$ cat src/rtl/checker_pkg.sv
// Shared types and default markers for the store checker.
// Imported by store_checker and store_match.
package checker_pkg;

  typedef enum logic [2:0] {
    ST_LOAD    = 3'd0,
    ST_RUN     = 3'd1,
    ST_DONE    = 3'd2,
    ST_FAIL    = 3'd3,
    ST_TIMEOUT = 3'd4
  } state_t;

  localparam int unsigned DEF_DONE_ADR   = 96;
  localparam int unsigned DEF_DONE_DATA  = 30;
  localparam int unsigned DEF_IGNORE_ADR = 164;

endpackage

$ cat src/rtl/store_match.sv
// Address compare plus byte-lane masked data compare
// of one observed store against one table entry.
module store_match
  import checker_pkg::*;
#(
  parameter int DATA_W = 32,
  parameter int ADDR_W = 32
) (
  input  logic [ADDR_W-1:0]   adr,
  input  logic [DATA_W-1:0]   data,
  input  logic [DATA_W/8-1:0] be,
  input  logic [ADDR_W-1:0]   exp_adr,
  input  logic [DATA_W-1:0]   exp_data,
  output logic                match
);

  logic [DATA_W-1:0] mask;

  always_comb begin
    mask = '0;
    for (int i = 0; i < DATA_W / 8; i++) begin
      mask[8*i +: 8] = {8{be[i]}};
    end
  end

  assign match = (adr == exp_adr) &&
                 (((data ^ exp_data) & mask) == '0);

endmodule

$ cat config.mk
export PLATFORM = sky130hd
export DESIGN_NAME = store_match
export DESIGN_NICKNAME = d
export VERILOG_FILES = /design/src/rtl/checker_pkg.sv /design/src/rtl/store_match.sv
export SDC_FILE = /design/constraint.sdc
export NUM_CORES = 1
export LEC_CHECK = 0
export BUFFER_PORTS_ARGS = -buffer_cell sky130_fd_sc_hd__buf_2
export CORE_ASPECT_RATIO = 1.2
export CORE_MARGIN = 1
export CORE_UTILIZATION = 28
export DETAILED_ROUTE_END_ITERATION = 12
export GPL_TIMING_DRIVEN = 0
export PLACE_DENSITY = 0.92
export SKIP_LAST_GASP = 1
export SYNTH_ARGS = -nofsm -noshare
export SYNTH_HDL_FRONTEND = slang
export SYNTH_SLANG_ARGS = --single-unit
$ cat constraint.sdc
create_clock -name vclk -period 0.97
set_input_delay 0.0485 -clock vclk [all_inputs]
set_output_delay 0.0485 -clock vclk [all_outputs]
set_load 0.02 [all_outputs]
=== Word-level counts from Yosys, hierarchy flattened ===
Index checks and enable logic that the tools add are counted.

* Output and inout bits: 1
* Flip-flop bits (word level): 0
* Word-level logic and storage cells: 5
* Bits of input ports: 132

* Bitwise logic cells: 2
* Reduce and logical (&&, ||, !) cells: 2
* Equality and inequality tests: 1

{| class="wikitable"
|+ Operators by type and width
! kind !! number
|-
| 32-bit bitwise AND || 1
|-
| 32-bit equality test || 1
|-
| 32-bit logical NOT || 1
|-
| 32-bit bitwise XOR || 1
|-
| 1-bit logical AND || 1
|}

=== Logic depth before layout (Yosys ltp) ===
* Depth after elaboration: 4
* Gate-level depth with buffers: 5
* Gate-level depth less buffers: 5

=== Least setup slack after synthesis ===
Ideal clock, no wire load.

* Kind: input-to-output
* From: in exp_adr[7]
* To: out match
* Setup slack: 0.008 ns
* Arrival time: 0.913 ns
* Stages: 4
* Buffers on the path: 0
* Cells stage by stage: xor2_1 -> nor4_2 -> nand4_1 -> nor3_2

* Word-level cells in the longest chain between the ends: 2

{| class="wikitable"
|+ RTL lines
! what !! RTL line !! source
|-
| start: declaration || store_match.sv:12 || <nowiki>input logic [ADDR_W-1:0] exp_adr,</nowiki>
|-
| 32-bit equality test || store_match.sv:26 || <nowiki>assign match = (adr == exp_adr) &&</nowiki>
|-
| 1-bit logical AND || store_match.sv:26 ||
|-
| end: declaration || store_match.sv:14 || <nowiki>output logic match</nowiki>
|}

No other way between the ends.

=== Worst setup path in the final report ===
* From: in adr[27]
* To: out match

* Word-level cells in the longest chain between the ends: 2

{| class="wikitable"
|+ RTL lines
! what !! RTL line !! source
|-
| start: declaration || store_match.sv:9 || <nowiki>input logic [ADDR_W-1:0] adr,</nowiki>
|-
| 32-bit equality test || store_match.sv:26 ||
|-
| 1-bit logical AND || store_match.sv:26 ||
|}

No other way between the ends.

==> results.tsv <==
stage	metric	value	unit
status	status	finished, violations left	
status	violations	setup timing	
global_routing	antenna_found_initial	1	
finish	num_antenna_cells	0	
timing	final.setup.tns	-0.1699	ns
timing	timing.final.crit_period	1.140	ns
placement	place_ws	-0.2323	ns
finish	final_util	0.6179	
worst_setup_path	slowest_delay	0.31	ns
detailed_routing	dr_wl_met2	1614	um
global_routing	grt_usage	0.1880	
worst_setup_path	path_max_fanout	1	
worst_setup_path	required	0.92	ns
worst_setup_path	cp.arrival	1.09	ns
detailed_routing	antenna_left	0	
logic_synthesis	ys_top_cells_by_area	xnor2_1 38%, xor2_1 38%, nand4_1 9.4%	
detailed_routing	drc	0	
cts	cts_post_setup_buffers_inserted	0	
logic_synthesis	synth_cell_types	8	
timing	fin_ws	-0.1699	ns
logic_synthesis	synthCells	88	
placement	io_buffers	133	
worst_setup_path	critPathBufInv	2	
logic_synthesis	yosysSeqAreaShare	0	
finish	fin_nets	355	
detailed_routing	first_pass_iters	4	
detailed_routing	routed_wl	2773	um
logic_synthesis	synth_top_area_share	0.3816	
timing	final.period_utilization	1.175	
power_and_ir_drop	leakagePower	0.7572	nW
global_routing	grt.overflow.total	0	
logic_synthesis	yosys-top-cells-count	32 x xnor2_1, 32 x xor2_1, 11 x nand4_1	
timing	max_freq	877.3	MHz
worst_setup_path	end_kind	primary output	
detailed_routing	initialDrtViolationCount	1	
floorplanning	core_area	2377	um^2
floorplanning	die_width	48.76	um
power_and_ir_drop	p_per_area	395.6	nW/um^2
power_and_ir_drop	ir_drop	0.2568	mV
detailed_routing	top_layer	met5	
logic_synthesis	syn_nets	220	
min_path	hold_path.class	input port to primary output	
placement	place_area	1439	um^2
placement	gp_congestion	0.6880	
floorplanning	row_count	19	
finish	design.seq.count	0	
timing	max_slew_margin	0.8129	
detailed_routing	wl_per_cell	11.00	um
detailed_routing	wl_met3	353	um
finish	area_delta_synth_final	100.0	%
worst_setup_path	critPathTopFamily	simple AND/OR/NAND/NOR gates	
finish	nFillCells	227	
worst_setup_path	worstSetupStartpointType	input port	
floorplanning	ioPinCount	133	
worst_setup_path	crit_type	input port to primary output	
logic_synthesis	synth_area_leader_cell	xnor2_1	
floorplanning	dieHeight	58.11	um
floorplanning	initial_core_util	0.3089	
finish	fin_area	1469	um^2
logic_synthesis	synth_area	734.5	um^2
detailed_routing	wl_met1	757	um
global_routing	grt_pass1_vias	1154	
floorplanning	dieArea	2833	um^2
finish	drive_above_1_share	0.6335	
logic_synthesis	ys.warnings.count	0	
flow_run	cap_viol_max_count	0	
global_routing	grt_max_degree	2	
global_routing	grt_pass1_wl	4326	um
finish	clock_buffers	0	
finish	seqCellArea	0	um^2
logic_synthesis	syn_avg_cell_area	8.346	um^2
placement	dp_hpwl	2583	um
timing	finalHoldViolCount	0	
timing	worst_slew_pin_slew	0.2781	ns
detailed_routing	vias_per_cell	4.544	
worst_setup_path	path_cells	buf_6 -> xor2_1 -> nor4_1 -> nand4_1 -> nor3_2 -> buf_4	
timing	final_max_slew_viol_count	0	
timing	setup_viol	1	
timing	rsz0062_at_grt	yes	
worst_setup_path	crit_path_top_delay_cell	nor4_1	
detailed_routing	via_count	1145	
## final cells by class
type | instances | area, um^2 | area share
Multi-Input combinational cell | 88 | 749.5 | 0.5102
Timing Repair Buffer | 133 | 680.7 | 0.4634
Tap cell | 31 | 38.79 | 0.02641
## placed cells by master, fill, tap and decap left out
cell type / Yosys / layout
xnor2_2: 0 / 2
buf_2: 0 / 130
nor4_2: 4 / 4
o21ai_1: 1 / 4
buf_6: 0 / 2
xnor2_1: 32 / 30
nor4_1: 4 / 4
xor2_1: 32 / 32
nand4_1: 11 / 11
nor3_2: 1 / 1
buf_4: 0 / 1
## metal layers
layer,GRT usage,up-vias
li1,-,573
met5,0,-
met4,0.03361,2
met2,0.4286,79
met1,0.1433,485
met3,0.06824,6
## per-stage QoR
step	hold WS (ns)	total power, mW	std cells
CTS	0.5252	0.5781	252
global route	0.5283	0.6380	252
floorplan	0.3002	0.2386	88
global placement	0.5317	0.5497	252
detailed placement	0.5244	0.5696	252
finish	0.4963	0.5811	252
## path summary, 6_finish.rpt
check	slack (ns)	cells after the start	endpoint	startpoint
worst min-delay path	0.50	5	match	be[3]
worst max-delay path	-0.17	6	match	adr[27]
## report_power, final
part,internal [mW],switching (mW),total (mW),leakage [nW]
clock,0,0,0,0
sequential,0,0,0,0
combinational,0.357,0.224,0.581,0.757
## cell families (layout without fill, tap and decap cells)
kind of cell	count (synthesis)	count (layout)	share of synthesized area
and+or+nand+nor	20	20	0.2095
AOI/OAI and AO/OA	4	4	0.02724
buffers and inverters	0	133	0
xor gates and xnor gates	64	64	0.7632
## timing repair
item	in CTS	in global routing
gates resized for setup	4	4
pin swaps	7	2
cloned	0	0
endpoints found under the setup margin	1	1
hold buffers	0	0
Note: power is estimated with default switching activity, not from simulation.
